File: config.mk
export PLATFORM = sky130hd
export DESIGN_NAME = ldm_stm_sequencer
export DESIGN_NICKNAME = d
export VERILOG_FILES = /design/src/rtl/ldm_stm_sequencer.sv
export SDC_FILE = /design/constraint.sdc
export NUM_CORES = 1
export LEC_CHECK = 0
export CORE_ASPECT_RATIO = 0.7
export CORE_UTILIZATION = 44
export CTS_CLUSTER_DIAMETER = 150
export DETAILED_ROUTE_END_ITERATION = 8
export PLACE_DENSITY = 0.75
export SYNTH_ARGS = -nofsm -noshare
export SYNTH_HDL_FRONTEND = slang
export SYNTH_SLANG_ARGS = --single-unit
File: constraint.sdc
create_clock -name clk -period 2.2 [get_ports clk]
set_input_delay 0.44 -clock clk [delete_from_list [all_inputs] [get_ports clk]]
set_output_delay 0.44 -clock clk [all_outputs]
set_load 0.01 [all_outputs]
File: src/rtl/ldm_stm_sequencer.sv
// ============================================================================
// Module   : ldm_stm_sequencer
// Function : LDM/STM/PUSH/POP sequencer issuing one word access per cycle,
//            with load writeback and base writeback. Optional macro:
//            POP_PC_FLUSH_EN (pulse flush_req when a POP writes r15).
// Revision : 1.0
// ============================================================================
`default_nettype none

module ldm_stm_sequencer #(
   parameter int ADDR_W = 32
) (
   input  logic              clk,
   input  logic              rst_n,
   input  logic              start,
   input  logic [1:0]        op,
   input  logic [8:0]        reg_list,
   input  logic [2:0]        base_reg,
   input  logic [ADDR_W-1:0] base_addr,
   output logic              busy,
   output logic              done,
   output logic              mem_write_en,
   output logic [6:0]        mem_op,
   output logic [ADDR_W-1:0] mem_addr,
   output logic [31:0]       mem_wdata,
   input  logic [31:0]       mem_rdata,
   output logic [3:0]        rf_rd_addr,
   input  logic [31:0]       rf_rd_data,
   output logic              rf_wr_en,
   output logic [3:0]        rf_wr_addr,
   output logic [31:0]       rf_wr_data,
   output logic              flush_req
);

   localparam logic [1:0] c_op_stm  = 2'd0;
   localparam logic [1:0] c_op_ldm  = 2'd1;
   localparam logic [1:0] c_op_push = 2'd2;
   localparam logic [1:0] c_op_pop  = 2'd3;
   localparam logic [ADDR_W-1:0] c_word = ADDR_W'(4);

   typedef enum logic [1:0] {S_IDLE, S_XFER, S_DRAIN, S_BASE_WB} state_t;

   state_t             r_state, w_state_nxt;
   logic [1:0]         r_op;
   logic [8:0]         r_mask;
   logic [ADDR_W-1:0]  r_addr, r_final_base;
   logic [2:0]         r_base_reg;
   logic               r_base_in_list;
   logic               r_ld_valid;
   logic [3:0]         r_ld_idx;

   logic [8:0]         w_mask_in;
   logic [3:0]         w_count;
   logic [ADDR_W-1:0]  w_offset;
   logic [3:0]         w_sel_bit;
   logic [3:0]         w_sel_reg;
   logic               w_is_load;
   logic               w_last;
   logic               w_issue_load;
   logic               w_done;

   // LR/PC slot only exists for PUSH/POP
   assign w_mask_in = op[1] ? reg_list : {1'b0, reg_list[7:0]};
   assign w_offset  = ADDR_W'({w_count, 2'b00});
   assign w_is_load = r_op[0];
   assign w_last    = (r_mask & (r_mask - 9'd1)) == 9'd0;
   assign w_issue_load = (r_state == S_XFER) && (r_mask != 9'd0) && w_is_load;
   assign w_sel_reg = (w_sel_bit == 4'd8) ? ((r_op == c_op_push) ? 4'd14 : 4'd15) : w_sel_bit;

   always_comb begin
      w_count = 4'd0;
      for (int i = 0; i < 9; i++) w_count = w_count + {3'b000, w_mask_in[i]};
   end

   always_comb begin
      w_sel_bit = 4'd0;
      for (int i = 8; i >= 0; i--) if (r_mask[i]) w_sel_bit = 4'(i);
   end

   always_ff @(posedge clk or negedge rst_n) begin
      if (!rst_n) begin
         r_state        <= S_IDLE;
         r_op           <= c_op_stm;
         r_mask         <= 9'd0;
         r_addr         <= '0;
         r_final_base   <= '0;
         r_base_reg     <= 3'd0;
         r_base_in_list <= 1'b0;
         r_ld_valid     <= 1'b0;
         r_ld_idx       <= 4'd0;
      end else begin
         r_state    <= w_state_nxt;
         r_ld_valid <= w_issue_load;
         if (w_issue_load) r_ld_idx <= w_sel_reg;
         if (r_state == S_IDLE && start) begin
            r_op           <= op;
            r_mask         <= w_mask_in;
            r_addr         <= (op == c_op_push) ? base_addr - w_offset : base_addr;
            r_final_base   <= (op == c_op_push) ? base_addr - w_offset : base_addr + w_offset;
            r_base_reg     <= base_reg;
            r_base_in_list <= (op == c_op_ldm) && reg_list[base_reg];
         end else if (r_state == S_XFER && r_mask != 9'd0) begin
            r_mask <= r_mask & (r_mask - 9'd1);
            r_addr <= r_addr + c_word;
         end
      end
   end

   always_comb begin
      w_state_nxt  = r_state;
      busy         = 1'b0;
      w_done       = 1'b0;
      mem_write_en = 1'b0;
      mem_op       = 7'd0;
      mem_addr     = '0;
      mem_wdata    = 32'd0;
      rf_rd_addr   = 4'd0;
      rf_wr_en     = r_ld_valid;
      rf_wr_addr   = r_ld_valid ? r_ld_idx : 4'd0;
      rf_wr_data   = r_ld_valid ? mem_rdata : 32'd0;
      if (r_state != S_IDLE) begin
         busy = 1'b1;
         case (r_op)
            c_op_stm:  mem_op = 7'b1100_000;
            c_op_ldm:  mem_op = 7'b1100_100;
            c_op_push: mem_op = 7'b1011_010;
            default:   mem_op = 7'b1011_110;
         endcase
      end
      case (r_state)
         S_IDLE: if (start) w_state_nxt = S_XFER;
         S_XFER: begin
            if (r_mask == 9'd0) begin
               w_done      = 1'b1;
               w_state_nxt = S_IDLE;
            end else begin
               mem_addr = r_addr;
               if (!w_is_load) begin
                  mem_write_en = 1'b1;
                  rf_rd_addr   = w_sel_reg;
                  mem_wdata    = rf_rd_data;
               end
               if (w_last) w_state_nxt = w_is_load ? S_DRAIN : S_BASE_WB;
            end
         end
         S_DRAIN: begin
            // LDM that reloads its own base keeps the loaded value
            if (r_base_in_list) begin
               w_done      = 1'b1;
               w_state_nxt = S_IDLE;
            end else begin
               w_state_nxt = S_BASE_WB;
            end
         end
         default: begin
            rf_wr_en    = 1'b1;
            rf_wr_addr  = r_op[1] ? 4'd13 : {1'b0, r_base_reg};
            rf_wr_data  = r_final_base;
            w_done      = 1'b1;
            w_state_nxt = S_IDLE;
         end
      endcase
   end

`ifdef POP_PC_FLUSH_EN
   assign flush_req = r_ld_valid && (r_op == c_op_pop) && (r_ld_idx == 4'd15);
`else
   assign flush_req = 1'b0;
`endif

   assign done = w_done & ~flush_req;

endmodule

`default_nettype wire
# Word level (Yosys, flattened, before mapping)

Index checks and enable logic that the tools add are counted.

Flip-flop bits (word level): 86
Input bits: 113
Output and inout port bits: 116
Logic and storage cells: 94

$add $sub $neg: 12
$lt $le $gt $ge: 1
Equal/unequal tests: 9
Mux-type cells: 49
Bitwise operators: 1
Reduce and logical (&&, ||, !) cells: 13

Operators by type and width:

| cell                                                 | count |
|---|---|
| 2-to-1 mux 32 bit                                    | 11 |
| 2-to-1 mux 4 bit                                     | 16 |
| adder 32 x 3 -> 32 bit (second input constant)       | 1 |
| adder 32 x 6 -> 32 bit                               | 1 |
| subtractor 32 x 6 -> 32 bit                          | 1 |
| 2-to-1 mux 9 bit                                     | 3 |
| adder 4 x 1 -> 4 bit                                 | 5 |
| logical NOT 9 bit                                    | 2 |
| case mux 6 bit (3 select lines)                      | 1 |
| 2-to-1 mux 1 bit                                     | 10 |
| AND 9 bit                                            | 1 |
| nonzero test 9 bit                                   | 1 |
| subtractor 9 x 1 -> 9 bit (second input constant)    | 1 |
| 2-to-1 mux 2 bit                                     | 4 |
| 2-to-1 mux 7 bit                                     | 1 |
| equality test 2 x 1 -> 1 bit (second input constant) | 3 |
| equality test 2 bit (second input constant)          | 3 |
| case mux 2 bit (3 select lines)                      | 1 |
| < comparator 3 x 5 -> 1 bit (second input constant)  | 1 |
| adder 3 x 1 -> 4 bit                                 | 1 |
| equality test 4 bit (second input constant)          | 1 |
| logical AND 1 bit                                    | 4 |
| logical NOT 2 bit                                    | 2 |
| nonzero test 2 bit                                   | 2 |
| other kinds (8)                                      | 8 |

# Longest topological paths before layout

Depth in word-level cells: 14
Depth in mapped cells: 16
Gate-level depth less buffers: 15

# Worst setup path before layout

No wires, ideal clock.

Path kind: input port to flip-flop
Start point: input reg_list[0]
End point: register r_final_base[14]
Library setup time: 95 ps
Arrival: 4625 ps
Required time: 2105 ps
Path slack: -2520 ps
Stages: 14
Buffers on the path: 1
Path through: inv_1 -> fa_1 -> fa_1 -> fa_1 -> fa_1 -> fa_1 -> inv_1 -> fa_1 -> o21bai_1 -> a21o_1 -> clkbuf_1 -> nor3_1 -> o21a_1 -> o31ai_1

Longest elaborated chain between the ends: 11
Elaborated cells between the ends (all ways): 12

Ends and longest elaborated chain:

| element                                                                      | line | source |
|---|---|---|
| from (decl)                                                                  | 17   | `input logic [8:0] reg_list,` |
| 2-to-1 mux 9 bit (*)                                                         | 63   | `assign w_mask_in = op[1] ? reg_list : {1'b0, reg_list[7:0]};` |
| adder 1 x 1 -> 2 bit (*)                                                     | 72   | `for (int i = 0; i < 9; i++) w_count = w_count + {3'b000, w_mask_in[i]};` |
| adder 2 x 1 -> 3 bit (*)                                                     | 72   |  |
| adder 3 x 1 -> 4 bit (*)                                                     | 72   |  |
| adder 4 x 1 -> 4 bit (*) (5 in a row)                                        | 72   |  |
| adder 32 x 6 -> 32 bit / subtractor 32 x 6 -> 32 bit (equally long branches) | 99   | `r_final_base <= (op == c_op_push) ? base_addr - w_offset : base_addr + w_offset;` |
| 2-to-1 mux 32 bit (*)                                                        | 99   |  |
| to (signal assigned)                                                         | 99   |  |
| to (decl)                                                                    | 46   | `logic [ADDR_W-1:0] r_addr, r_final_base;` |

Mark *: on every way between the ends. The rest lies on a longest branch, timed or not.
A chain may end at the register's enable or synchronous reset.

# Final worst setup path

Start point: input op[1]
End point: register r_final_base[26]

Longest elaborated chain between the ends: 4
Elaborated cells between the ends (all ways): 6

Ends and longest elaborated chain:

| element                                                                      | line | source |
|---|---|---|
| from (decl)                                                                  | 16   | `input logic [1:0] op,` |
| 2-to-1 mux 9 bit                                                             | 63   |  |
| adder 4 x 1 -> 4 bit                                                         | 72   |  |
| adder 32 x 6 -> 32 bit / subtractor 32 x 6 -> 32 bit (equally long branches) | 99   |  |
| 2-to-1 mux 32 bit (*)                                                        | 99   |  |

Marks and branches as above.

==> run_results.csv <==
group,metric,value,unit
detailed_routing,detail_route.vias_per_cell,6.435,
final_layout,final_core_utilization,81.03,%
job,cap_viol_max_count,0,
power_and_ir_drop,power.share.sequential,17.5,%
detailed_routing,routed_wl,38.75,mm
detailed_routing,wl_per_cell,25.03,um
power_and_ir_drop,cellLeakagePower,5.814,nW
setup_path,worst-endpoint-required,2450,ps
cts,cts_tree,"done",
final_layout,area_delta_synth_final,79.70,%
cts,cts.path.max_buffers,2,
sta,timing.max_slew.rel_slack,65.50,%
sta,period_needed,4487,ps
detailed_routing,drc,0,
yosys,ys_warn_count,0,
status,violations,"setup timing",
power_and_ir_drop,p_clk_share,10.7,%
yosys,syn_area_per_cell,7.926,um2
placement,place_ws,-3074,ps
sta,final.setup_skew,6.446,ps
cts,clock_sinks,86,
sta,setup_violations,146,
min_path,hp-class,"input port to async pin",
detailed_routing,postRouteAntennaNets,0,
placement,port-buffer-count,226,
power_and_ir_drop,sw_frac_of_total,44.19,%
cts,cts.clk_slew.worst_paths,80,ps
placement,globalplace.congestion,0.9693,
placement,dpl_cell_area,0.01101,mm2
final_layout,final-instance-count-excl-fill,1548,
setup_path,cp_data_arrival_time,4740,ps
status,outcome,"complete, but fails checks",
yosys,ys_async_sr_fraction,100.0,%
cts,root_buffer_selected_by_cts,"sky130_fd_sc_hd__clkbuf_16",
power_and_ir_drop,power_per_cell_area,1350,mW/mm2
placement,place.detailed.instances,1460,
final_layout,num-nets-final,1450,
floorplan,placeableCoreArea,0.01635,mm2
sta,hold_viol,0,
floorplan,chipHeight,110.3,um
yosys,post_synth_num_cell_types,72,
detailed_routing,num_vias,9962,
setup_path,timing.critical_path.fanout_max,5,
floorplan,rows,39,
final_layout,num_antenna_cells,0,
sta,finalWorstSetupSlack,-2287,ps
global_routing,grtUsageTotal,36.51,%
yosys,netlist_area,0.007371,mm2
setup_path,worst_setup_path_end_kind,"flip-flop",
detailed_routing,first_pass_iters,9,
floorplan,die_x,156.7,um
setup_path,timing_worst_setup_path_type,"input port to flip-flop",
final_layout,final_cell_area,0.01325,mm2
power_and_ir_drop,ir_worst_vdd,806.4,uV
global_routing,global_route_wire_length_before_repair,47.72,mm
final_layout,reg.largest.list,"r_addr x32, r_final_base x32, r_mask x9",
floorplan,floorplan.initialDensity,45.09,%
sta,timing_worst_slew_pin_value,510.8,ps
sta,achievable-frequency,222.9,MHz
cts,maximum_level_of_the_cts_h_tree,3,
sta,fin_crit_sh,204.0,%
global_routing,antenna_violations_before_repair,0,
placement,detailed_place_hpwl,21.05,mm
cts,tritoncts.num_buffers,9,
yosys,yosys_register_bits,86,
yosys,postSynth.topFlopCell,"sky130_fd_sc_hd__dfrtp_1",
power_and_ir_drop,post-layout-total-power,17.88,mW
detailed_routing,drt-initial-drc-count,1534,
yosys,cells_after_synthesis,930,
sta,setup_repair_after_global_routing_missed_its_margin,"true",
global_routing,first_global_vias,8645,
global_routing,grt-ovfl-total,0,
power_and_ir_drop,total_switching_power,7.898,mW
floorplan,dieArea,0.01728,mm2
power_and_ir_drop,internal_power,9.977,mW
yosys,yosysSeqAreaShare,29.20,%
floorplan,num_io_pins,229,
cts,clock_insertion_delay_worst_skew,360,ps
setup_path,worst_setup_path_start_kind,"input port",
power_and_ir_drop,combinational_share_of_power,71.8,%
sta,maxSlewViolCount,0,
final_layout,drive_gt1_share,42.86,%
yosys,synth_edf_count,0,
global_routing,grt_start_max_net_pins,49,
-- power groups by stage --
stage          clock [mW]  sequential (mW)  combinational, mW
2_1_floorplan           0             2.79               4.26
6_report             1.91             3.13               12.8
5_1_grt              1.97             3.16               13.4
3_5_place_dp            0             3.00               8.23
4_1_cts              1.88             3.00               10.7
3_3_place_gp            0             2.99               8.03
-- synth_stat cells, drive strengths merged, types with 25 or more instances --
cell type / instances / area share (%)
nor3: 33 / 2.2
buf: 26 / 2.3
and2: 77 / 6.5
clkbuf: 50 / 2.5
a21oi: 26 / 1.8
xnor2: 27 / 3.2
nand2: 147 / 7.5
dfrtp: 86 / 29
inv: 31 / 1.6
nand3: 26 / 1.8
and3: 25 / 2.1
nor4: 25 / 3.5
nand4: 25 / 2.1
nor2: 43 / 2.2
o21ai: 65 / 4.4
-- worst paths after layout --
check | startpoint | end | slack (ps) | cells after the start
setup / recovery | op[1] | r_final_base[26] | -2290 | 16
hold / removal | rst_n | r_final_base[3] | 30 | 1
setup reg to reg | r_mask[0] | r_addr[8] | -570 | 9
hold reg to reg | r_final_base[25] | r_final_base[25] | 480 | 2
max in group asynchronous | rst_n | r_final_base[28] | 1490 | 2
min in group clk | reg_list[0] | r_mask[0] | 370 | 3
-- per-layer routing --
layer	GRT usage (%)	wire [um]	vias to the layer above
li1	-	-	4075
met1	49.00	13870	4707
met2	58.86	16840	901
met3	7.545	5418	279
met4	12.54	2628	0
met5	0	0	-
-- through the flow --
step                      hold WS [ps]  TNS [ps]
after global routing             64.40   -187730
final                            29.62   -170670
after global placement           415.9   -192340
after floorplan                  144.4   -116530
after detailed placement         420.8   -197040
after CTS                        42.48   -148160
-- cells by family (layout without fill, tap and decap cells) --
kind of cell	count (synthesis)	count (layout)	synth area share, %
flip-flops	86	86	29.20
AND/OR/NAND/NOR	464	464	35.26
XOR/XNOR	45	45	5.347
buffers and inverters	107	499	6.433
multiplexers	19	19	2.970
adder cells (fa/ha/maj)	20	20	4.074
other	1	2	0.05088
AO/OA/AOI/OAI	188	188	16.67
-- repair_timing --
item,4_1_cts,5_1_grt
resized for setup,557,241
buffers inserted,39,28
endpoints found under the setup margin,170,171
hold buffers,0,0
pin swaps,114,101
gates cloned,10,6
-- area by class of cell --
type / count / area, um2
fillers: 913 / 3102
flip-flops and latches: 86 / 2153
multi-input cells: 738 / 5829
clock inverters: 7 / 127.6
clock buffers: 9 / 225.2
repair buffers: 452 / 4482
inverters: 31 / 146.4
well taps: 225 / 281.5
-- worst max-delay path, stage by stage --
cell                              delay [ps]
sky130_fd_sc_hd__clkdlybuf4s50_1         520
sky130_fd_sc_hd__nand2_2                  90
sky130_fd_sc_hd__fa_1                    530
sky130_fd_sc_hd__fa_1                    430
sky130_fd_sc_hd__fa_2                    390
sky130_fd_sc_hd__fa_2                    370
sky130_fd_sc_hd__xnor2_2                 160
sky130_fd_sc_hd__buf_4                   150
sky130_fd_sc_hd__ha_4                    290
sky130_fd_sc_hd__o21bai_4                 80
sky130_fd_sc_hd__buf_4                   140
sky130_fd_sc_hd__buf_6                   130
sky130_fd_sc_hd__a21oi_4                 290
sky130_fd_sc_hd__nand4_1                 240
sky130_fd_sc_hd__and3b_1                 250
sky130_fd_sc_hd__o31ai_1                 240
-- placed cells by master (no fill, tap or decap), drive strengths merged, types with 6 or more instances in the layout --
cell type      synthesis  routed
nand4                 25      25
ha                    12      12
nand2b                 7       7
or3                    8       8
fa                     7       7
o31ai                 18      18
nor4                  25      25
and2                  77      77
xnor2                 27      27
o21ai                 65      65
a21boi                 6       6
nor3                  33      33
dlygate4sd2            0       7
dfrtp                 86      86
clkbuf                50      34
nand3                 26      26
mux2i                 14      14
or4                   13      13
inv                   31      33
buf                   26     302
and3                  25      25
nor2                  43      43
a211oi                11      11
o211ai                 7       7
xor2                  18      18
and4                  15      15
nand2                147     147
clkdlybuf4s50          0     107
a21oi                 26      26
o21a                  14      14
No activity file was read; power rests on OpenSTA's default activity.
